### config.mk
export PLATFORM = sky130hd
export DESIGN_NAME = disp_bcd_formatter
export DESIGN_NICKNAME = d
export VERILOG_FILES = /design/src/rtl/disp_bcd_formatter.sv
export SDC_FILE = /design/constraint.sdc
export NUM_CORES = 1
export LEC_CHECK = 0
export ABC_AREA = 1
export CORE_MARGIN = 1.5
export CORE_UTILIZATION = 45
export DETAILED_ROUTE_END_ITERATION = 8
export HOLD_SLACK_MARGIN = 0.12
export PLACE_DENSITY = 0.78
export RECOVER_POWER = 50
export SETUP_SLACK_MARGIN = 0.1
export SLEW_MARGIN = 10
export SYNTH_ARGS = -nofsm -noshare
export SYNTH_HDL_FRONTEND = slang
export SYNTH_SLANG_ARGS = --single-unit
### constraint.sdc
create_clock -name clk -period 4.4 [get_ports clk]
set_input_delay 0.88 -clock clk [delete_from_list [all_inputs] [get_ports clk]]
set_output_delay 0.88 -clock clk [all_outputs]
set_load 0.02 [all_outputs]
### src/rtl/disp_bcd_formatter.sv
// MMIO front end for the 7-segment driver: forwards raw hex writes and converts
// decimal writes to packed BCD with a sequential double-dabble engine.
module disp_bcd_formatter #(
    parameter logic [11:0] ADDR_HEX    = 12'h000,
    parameter logic [11:0] ADDR_DEC    = 12'h004,
    parameter logic [31:0] ERR_PATTERN = 32'hEEEEEEEE
) (
    input  logic        clk,
    input  logic        rst,
    input  logic [11:0] addr,
    input  logic        wen,
    input  logic [31:0] wdata,
    output logic        out_wen,
    output logic [31:0] out_wdata,
    output logic        busy
);

    localparam logic [31:0] DEC_LIMIT = 32'd100_000_000;
    localparam logic [4:0]  LAST_ITER = 5'd26;

    typedef enum logic {
        IDLE,
        CONV
    } state_t;

    state_t      state;
    logic [26:0] bin_q;
    logic [31:0] bcd_q;
    logic [4:0]  cnt_q;

    logic        hex_wr;
    logic        dec_wr;
    logic [31:0] bcd_adj;
    logic [31:0] bcd_nxt;
    logic [26:0] bin_nxt;

    assign hex_wr = wen && (addr == ADDR_HEX);
    assign dec_wr = wen && (addr == ADDR_DEC);

    // Each nibble is corrected on its own, so no carry can cross a digit boundary.
    always_comb begin
        // NOTE: every signal driven here gets a default first, so no path can infer a latch.
        bcd_adj = bcd_q;
        for (int i = 0; i < 8; i++) begin
            if (bcd_q[4*i +: 4] >= 4'd5) begin
                bcd_adj[4*i +: 4] = bcd_q[4*i +: 4] + 4'd3;
            end
        end
        bcd_nxt = {bcd_adj[30:0], bin_q[26]};
        bin_nxt = {bin_q[25:0], 1'b0};
    end

    always_ff @(posedge clk) begin
        // NOTE: state is assigned with <= so every register samples pre-edge values.
        if (!rst) begin
            state     <= IDLE;
            out_wen   <= 1'b0;
            out_wdata <= '0;
            busy      <= 1'b0;
            bin_q     <= '0;
            bcd_q     <= '0;
            cnt_q     <= '0;
        end else begin
            out_wen <= 1'b0;
            // A new accepted write always pre-empts a conversion in flight.
            if (hex_wr) begin
                state     <= IDLE;
                busy      <= 1'b0;
                out_wen   <= 1'b1;
                out_wdata <= wdata;
            end else if (dec_wr && (wdata >= DEC_LIMIT)) begin
                state     <= IDLE;
                busy      <= 1'b0;
                out_wen   <= 1'b1;
                out_wdata <= ERR_PATTERN;
            end else if (dec_wr) begin
                state <= CONV;
                busy  <= 1'b1;
                bin_q <= wdata[26:0];
                bcd_q <= '0;
                cnt_q <= '0;
            end else if (state == CONV) begin
                bin_q <= bin_nxt;
                bcd_q <= bcd_nxt;
                cnt_q <= cnt_q + 5'd1;
                if (cnt_q == LAST_ITER) begin
                    state     <= IDLE;
                    busy      <= 1'b0;
                    out_wen   <= 1'b1;
                    out_wdata <= bcd_nxt;
                end
            end
        end
    end

endmodule

======== After elaboration in Yosys (flattened, before gate mapping) ========
Index checks and enable logic that the tools add are counted.
storage, ports and cells
  bits in registers ....................... 99
  bits of input ports ..................... 47
  logic and storage cells ................. 73
operators by class
  add/sub/neg operators ................... 9
  magnitude comparators ................... 9
  eq/ne operators ......................... 3
  multiplexer cells ....................... 30
  bitwise operators ....................... 3
  reduce and logical (&&, ||, !) cells .... 12
operator list
  operator                count
  $mux W32                7
  $mux W27                2
  $ge A32 B27 Y1 const B  1
  $ge A4 B3 Y1 const B    8
  $add A4 B2 Y4 const B   7
  $mux W4                 7
  $eq A12 B3 Y1 const B   1
  $logic_not A12 Y1       1
  $mux W1                 11
  $mux W5                 2
  $reduce_and A3 Y1       2
  $reduce_bool A3 Y1      2
  $add A5 B1 Y5 const B   1
  $eq A5 B5 Y1 const B    1
  $reduce_bool A2 Y1      2
  $add A3 B2 Y3 const B   1
  $logic_and A1 B1 Y1     3
  $mux W3                 1
  $ne A3 B2 Y1 const B    1
  $not A1 Y1              3
  $reduce_or A3 Y1        1
  $reduce_and A2 Y1       1

======== Depth between registers and ports, before layout ========
  depth in word-level cells ............... 7
  gate-level depth with buffers ........... 13
  mapped depth without buffers ............ 12

======== Worst setup path before layout ========
No wires, ideal clock.
  kind .................................... input-to-reg
  from .................................... in wdata[12]
  to ...................................... reg out_wdata[10]
  library setup time ...................... 0.114 ns
  arrival time ............................ 1.959 ns
  required time ........................... 4.286 ns
  path slack .............................. 2.327 ns
  cell stages on the path ................. 10
  cell sequence ........................... or2_0 > nor2_1 > nor2_1 > nand2_1 > nand2_2 > a21oi_2 > buf_2 > nand2_1 > nand3_1 > nand2_1
on the way
  word-level cells in the longest chain between the ends .. 4
  elaborated cells on any way between the ends .. 8
ends and longest elaborated chain
  item                                                                   RTL line  text
  from (decl)                                                            12        input logic [31:0] wdata,
  $ge A32 B27 Y1 (*)                                                     71        end else if (dec_wr && (wdata >= DEC_LIMIT)) begin
  $logic_and A1 B1 Y1 (*)                                                71
  $ne A3 B2 Y1 (no source line), or another cell as far along            -
  $reduce_and A3 Y1 (no source line) / $mux W32 (equally long branches)  -
  to (signal assigned)                                                   70        out_wdata <= wdata;
  to (signal assigned)                                                   90        out_wdata <= bcd_nxt;
  to (decl)                                                              14        output logic [31:0] out_wdata,
Mark *: on every way between the ends. The rest lies on a longest branch, timed or not.
A chain may end at the register's enable or synchronous reset.

======== Worst setup path after layout ========
  from .................................... in wdata[15]
  to ...................................... reg bin_q[20]
on the way
  word-level cells in the longest chain between the ends .. 4
ends and longest elaborated chain
  item                                RTL line  text
  $ge A32 B27 Y1                      71
  $logic_and A1 B1 Y1                 71
  $not A1 Y1 (no source line)         -
  $reduce_and A3 Y1 (no source line)  -
  to (signal assigned)                79        bin_q <= wdata[26:0];
  to (signal assigned)                83        bin_q <= bin_nxt;
  to (decl)                           27        logic [26:0] bin_q;
Every way passes these cells.

==> flow_results.xml <==
<?xml version="1.0" encoding="UTF-8"?>
<metrics>
  <group name="status">
    <metric name="run_status" unit="">complete, no violations</metric>
  </group>
  <group name="route">
    <metric name="routed-via-count" unit="">5527</metric>
    <metric name="drt-vias-per-instance" unit="">4.97</metric>
    <metric name="ant_nets" unit="">0</metric>
    <metric name="initial_drt_markers" unit="">401</metric>
    <metric name="drc" unit="">0</metric>
    <metric name="drt_wl_total" unit="mm">14.3</metric>
    <metric name="drt-wirelength-per-cell" unit="um">12.9</metric>
    <metric name="detail_route.first_pass.iterations" unit="">5</metric>
  </group>
  <group name="synthesis">
    <metric name="syn-instance-count" unit="">882</metric>
    <metric name="ys_warn_count" unit="">0</metric>
    <metric name="seq_area_frac_synth" unit="">0.350</metric>
    <metric name="synth.top_cell.area_share" unit="">0.350</metric>
    <metric name="synthFlopType" unit="">sky130_fd_sc_hd__dfxtp_1</metric>
    <metric name="post_synth_edffs" unit="">0</metric>
    <metric name="post_synth_instance_area" unit="um^2">5660</metric>
    <metric name="synth_top_cell_by_area" unit="">sky130_fd_sc_hd__dfxtp_1</metric>
    <metric name="netlist_top_cells_area" unit="">sky130_fd_sc_hd__dfxtp_1, sky130_fd_sc_hd__nand2_1, sky130_fd_sc_hd__nand3_1</metric>
    <metric name="post_synth.cell_area_avg" unit="um^2">6.42</metric>
    <metric name="synth.distinct_cells" unit="">36</metric>
    <metric name="synth.net_count" unit="">947</metric>
    <metric name="postSynth.asyncResetShare" unit="">0</metric>
    <metric name="synth_register_bits" unit="">99</metric>
  </group>
  <group name="floorplan">
    <metric name="floorplan.initialDensity" unit="">0.466</metric>
    <metric name="std_cell_rows" unit="">40</metric>
    <metric name="die-height" unit="um">115</metric>
    <metric name="die_w" unit="um">115</metric>
    <metric name="top_level_ports" unit="">81</metric>
    <metric name="die_area" unit="um^2">13300</metric>
    <metric name="fp.coreArea" unit="um^2">12200</metric>
  </group>
  <group name="setup_path">
    <metric name="timing.critical_path.to_type" unit="">flip-flop</metric>
    <metric name="crit_fanout" unit="">74</metric>
    <metric name="crit_path_max_incr_delay" unit="ns">0.71</metric>
    <metric name="critPathSlowestCell" unit="">sky130_fd_sc_hd__buf_4</metric>
    <metric name="critPathArrivalTime" unit="ns">3.89</metric>
    <metric name="critical_path_most_common_cell" unit="">sky130_fd_sc_hd__nand2_1</metric>
    <metric name="worst-r2r-setup-slack" unit="ns">2.07</metric>
    <metric name="cell_by_cell_trace_of_the_critical_path" unit="">clkdlybuf4s50_1 -&gt; nand2_1 -&gt; nor2_1 -&gt; nand3_1 -&gt; nor2_1 -&gt; nand2_1 -&gt; nand2_2 -&gt; nand2_2 -&gt; nand3_1 -&gt; buf_4 -&gt; nand2_1 -&gt; nand2_1 -&gt; nor2_1</metric>
    <metric name="startpoint_type" unit="">input pin</metric>
    <metric name="critPathBufInv" unit="">2</metric>
    <metric name="cp_data_required_time" unit="ns">4.64</metric>
    <metric name="crit_family" unit="">simple AND/OR/NAND/NOR gates</metric>
    <metric name="worstSetupPathType" unit="">input pin to flip-flop</metric>
  </group>
  <group name="pwr">
    <metric name="power.switching_fraction" unit="">0.206</metric>
    <metric name="vdd_ir_drop_max" unit="V">0.000202</metric>
    <metric name="power.combinational.fraction" unit="">0.048</metric>
    <metric name="portion_of_total_power_attributed_to_sequential_cells" unit="">0.474</metric>
    <metric name="power_per_cell_area" unit="nW/um^2">278</metric>
    <metric name="clockPowerShare" unit="">0.478</metric>
    <metric name="power_internal" unit="W">0.00150</metric>
    <metric name="p_sw" unit="W">0.000389</metric>
    <metric name="power.leakage" unit="nW">3.29</metric>
  </group>
  <group name="sta">
    <metric name="slew-limit-headroom" unit="">0.207</metric>
    <metric name="fin_worst_skew" unit="ns">0.00427</metric>
    <metric name="min_period" unit="ns">3.65</metric>
    <metric name="count_of_endpoints_failing_hold_in_the_final_timing_report" unit="">0</metric>
    <metric name="post_route_worst_hold_slack" unit="ns">0.445</metric>
    <metric name="worstMarginPinSlew" unit="ns">1.19</metric>
    <metric name="final-max-slew-violation-count" unit="">0</metric>
    <metric name="clock.fmax" unit="GHz">0.274</metric>
    <metric name="min_period_over_period" unit="">0.829</metric>
    <metric name="totalNegativeSetupSlack" unit="ns">0</metric>
    <metric name="rsz0062_at_grt" unit="">no</metric>
    <metric name="setup-violations-final" unit="">0</metric>
    <metric name="postLayoutSetupSlackWorst" unit="ns">0.753</metric>
  </group>
  <group name="cts">
    <metric name="cts_tree" unit="">done</metric>
    <metric name="post_cts_resized" unit="">0</metric>
    <metric name="cts.reportedPaths.clkPinSlew" unit="ns">0.07</metric>
    <metric name="cts.root.buffer_cell" unit="">sky130_fd_sc_hd__clkbuf_16</metric>
    <metric name="cts.sink_count" unit="">99</metric>
    <metric name="cts_hold_repair.buffers" unit="">0</metric>
    <metric name="total_setup_buffers_inserted_after_cts" unit="">0</metric>
    <metric name="tritoncts.num_buffers" unit="">9</metric>
    <metric name="max-clock-path-buffers" unit="">2</metric>
    <metric name="clk-insertion-delay-late" unit="ns">0.35</metric>
    <metric name="h-tree-depth" unit="">3</metric>
  </group>
  <group name="placement">
    <metric name="detailed_place.area" unit="um^2">6470</metric>
    <metric name="detailedPlace.worstSlack" unit="ns">0.799</metric>
    <metric name="dpl.hpwl" unit="mm">9.87</metric>
    <metric name="place.port_buffers" unit="">80</metric>
    <metric name="gp_congestion" unit="">0.841</metric>
  </group>
  <group name="global_route">
    <metric name="grt_start_max_net_pins" unit="">75</metric>
    <metric name="via_count_of_the_first_global_routing_pass" unit="">5025</metric>
    <metric name="gr-total-overflow" unit="">0</metric>
    <metric name="antenna_found_initial" unit="">0</metric>
    <metric name="grt_use_total" unit="">0.227</metric>
    <metric name="grt_pass1_wl" unit="mm">24.1</metric>
  </group>
  <group name="final_layout">
    <metric name="nFillCells" unit="">1163</metric>
    <metric name="finalNetCount" unit="">1004</metric>
    <metric name="layout_stage_area_growth_over_the_synthesis_result" unit="%">19.9</metric>
    <metric name="layout-drive-gt1-share" unit="">0.0614</metric>
    <metric name="antenna-diode-count" unit="">0</metric>
    <metric name="finish.instance_area" unit="um^2">6790</metric>
  </group>
  <group name="hold_path">
    <metric name="min-delay-path-class" unit="">flip-flop to flip-flop</metric>
  </group>
  <group name="flow_run">
    <metric name="cap_viol_max_count" unit="">0</metric>
  </group>
</metrics>
[synthesized netlist by cell type, types with 3 or more instances]
library cell               instances
sky130_fd_sc_hd__o21ai_0          44
sky130_fd_sc_hd__a21oi_1          62
sky130_fd_sc_hd__nand3b_1          4
sky130_fd_sc_hd__clkbuf_1         18
sky130_fd_sc_hd__inv_1            83
sky130_fd_sc_hd__buf_4             3
sky130_fd_sc_hd__buf_6            10
sky130_fd_sc_hd__nand4_1          10
sky130_fd_sc_hd__nand2_2           5
sky130_fd_sc_hd__or2_0             4
sky130_fd_sc_hd__ha_1             18
sky130_fd_sc_hd__nor2_1           96
sky130_fd_sc_hd__dfxtp_1          99
sky130_fd_sc_hd__buf_1             3
sky130_fd_sc_hd__inv_2             7
sky130_fd_sc_hd__nand3_1          72
sky130_fd_sc_hd__buf_2             7
sky130_fd_sc_hd__or2_1             5
sky130_fd_sc_hd__xor2_1           11
sky130_fd_sc_hd__or2_2            15
sky130_fd_sc_hd__nor2_2            3
sky130_fd_sc_hd__nand2_1         289
[flip-flops by register name (all words and copies together), names as in the netlist]
name / cells
state: 1
bcd_q: 32
busy: 1
out_wen: 1
bin_q: 27
out_wdata: 32
cnt_q: 5
[worst register-to-register path, delay by kind of cell (launching register included)]
family,cells,cell delay [ns]
DFF,1,0.30
buffers and inverters,2,0.88
and+or+nand+nor,5,1.05
[layout by cell type, fill, tap and decap left out, types with 3 or more instances in the layout]
cell type,n
sky130_fd_sc_hd__clkbuf_8,4
sky130_fd_sc_hd__nand4_1,10
sky130_fd_sc_hd__ha_1,18
sky130_fd_sc_hd__or2_2,15
sky130_fd_sc_hd__dlygate4sd3_1,35
sky130_fd_sc_hd__nor2_2,3
sky130_fd_sc_hd__nand2_1,292
sky130_fd_sc_hd__or2_1,4
sky130_fd_sc_hd__clkbuf_16,9
sky130_fd_sc_hd__inv_1,83
sky130_fd_sc_hd__o21ai_0,45
sky130_fd_sc_hd__nor2_1,96
sky130_fd_sc_hd__a21oi_1,62
sky130_fd_sc_hd__xor2_1,11
sky130_fd_sc_hd__nand3_1,73
sky130_fd_sc_hd__nand2_2,3
sky130_fd_sc_hd__or2_0,5
sky130_fd_sc_hd__clkdlybuf4s50_1,44
sky130_fd_sc_hd__inv_2,7
sky130_fd_sc_hd__nand3b_1,4
sky130_fd_sc_hd__dfxtp_1,99
sky130_fd_sc_hd__buf_4,7
[power groups by stage]
stage,sequential [W],combinational (W),clock (W)
after floorplan,0.000917,0.0000317,0
after global placement,0.000916,0.0000899,0
after detailed placement,0.000916,0.0000900,0
after CTS,0.000896,0.0000904,0.000915
after global routing,0.000895,0.0000967,0.000950
final,0.000896,0.0000899,0.000903
[layout make-up]
type	instances	area (um^2)	share of cell area
Tap cell	168	210	0.0310
Clock inverter	3	67.6	0.00995
Timing Repair Buffer	87	848	0.125
Multi-Input combinational cell	651	3060	0.450
Clock buffer	13	280	0.0413
Sequential cell	99	1980	0.292
Inverter	91	344	0.0507
[stage by stage]
step                 util  instances  power [W]
global placement    0.532       1096    0.00101
floorplan               -        882   0.000948
CTS                 0.561       1112    0.00190
global route        0.558       1112    0.00194
finish              0.558       1112    0.00189
detailed placement  0.532       1096    0.00101
[final timing paths]
path | start | endpoint | cells after the start
min reg2reg | out_wdata[29] | out_wdata[29] | 2
max | wdata[15] | bin_q[20] | 13
min | out_wdata[29] | out_wdata[29] | 2
max reg2reg | state | bin_q[20] | 7
[cells by family (layout without fill, tap and decap cells)]
logic type	Yosys count	count (layout)	share of synthesized area
buf+inv	132	194	0.105
simple gates	512	512	0.390
xor+xnor	11	11	0.0170
compound gates	110	110	0.0987
fa+ha+maj	18	18	0.0398
flops	99	99	0.350
[layer usage]
layer / track usage / wire length [um] / up-vias
met4: 0.0881 / 383 / 0
met3: 0.0416 / 932 / 29
met1: 0.305 / 6450 / 2436
li1: - / - / 2878
met5: 0 / 0 / -
met2: 0.365 / 6550 / 184
Note: power is estimated with default switching activity, not from simulation.
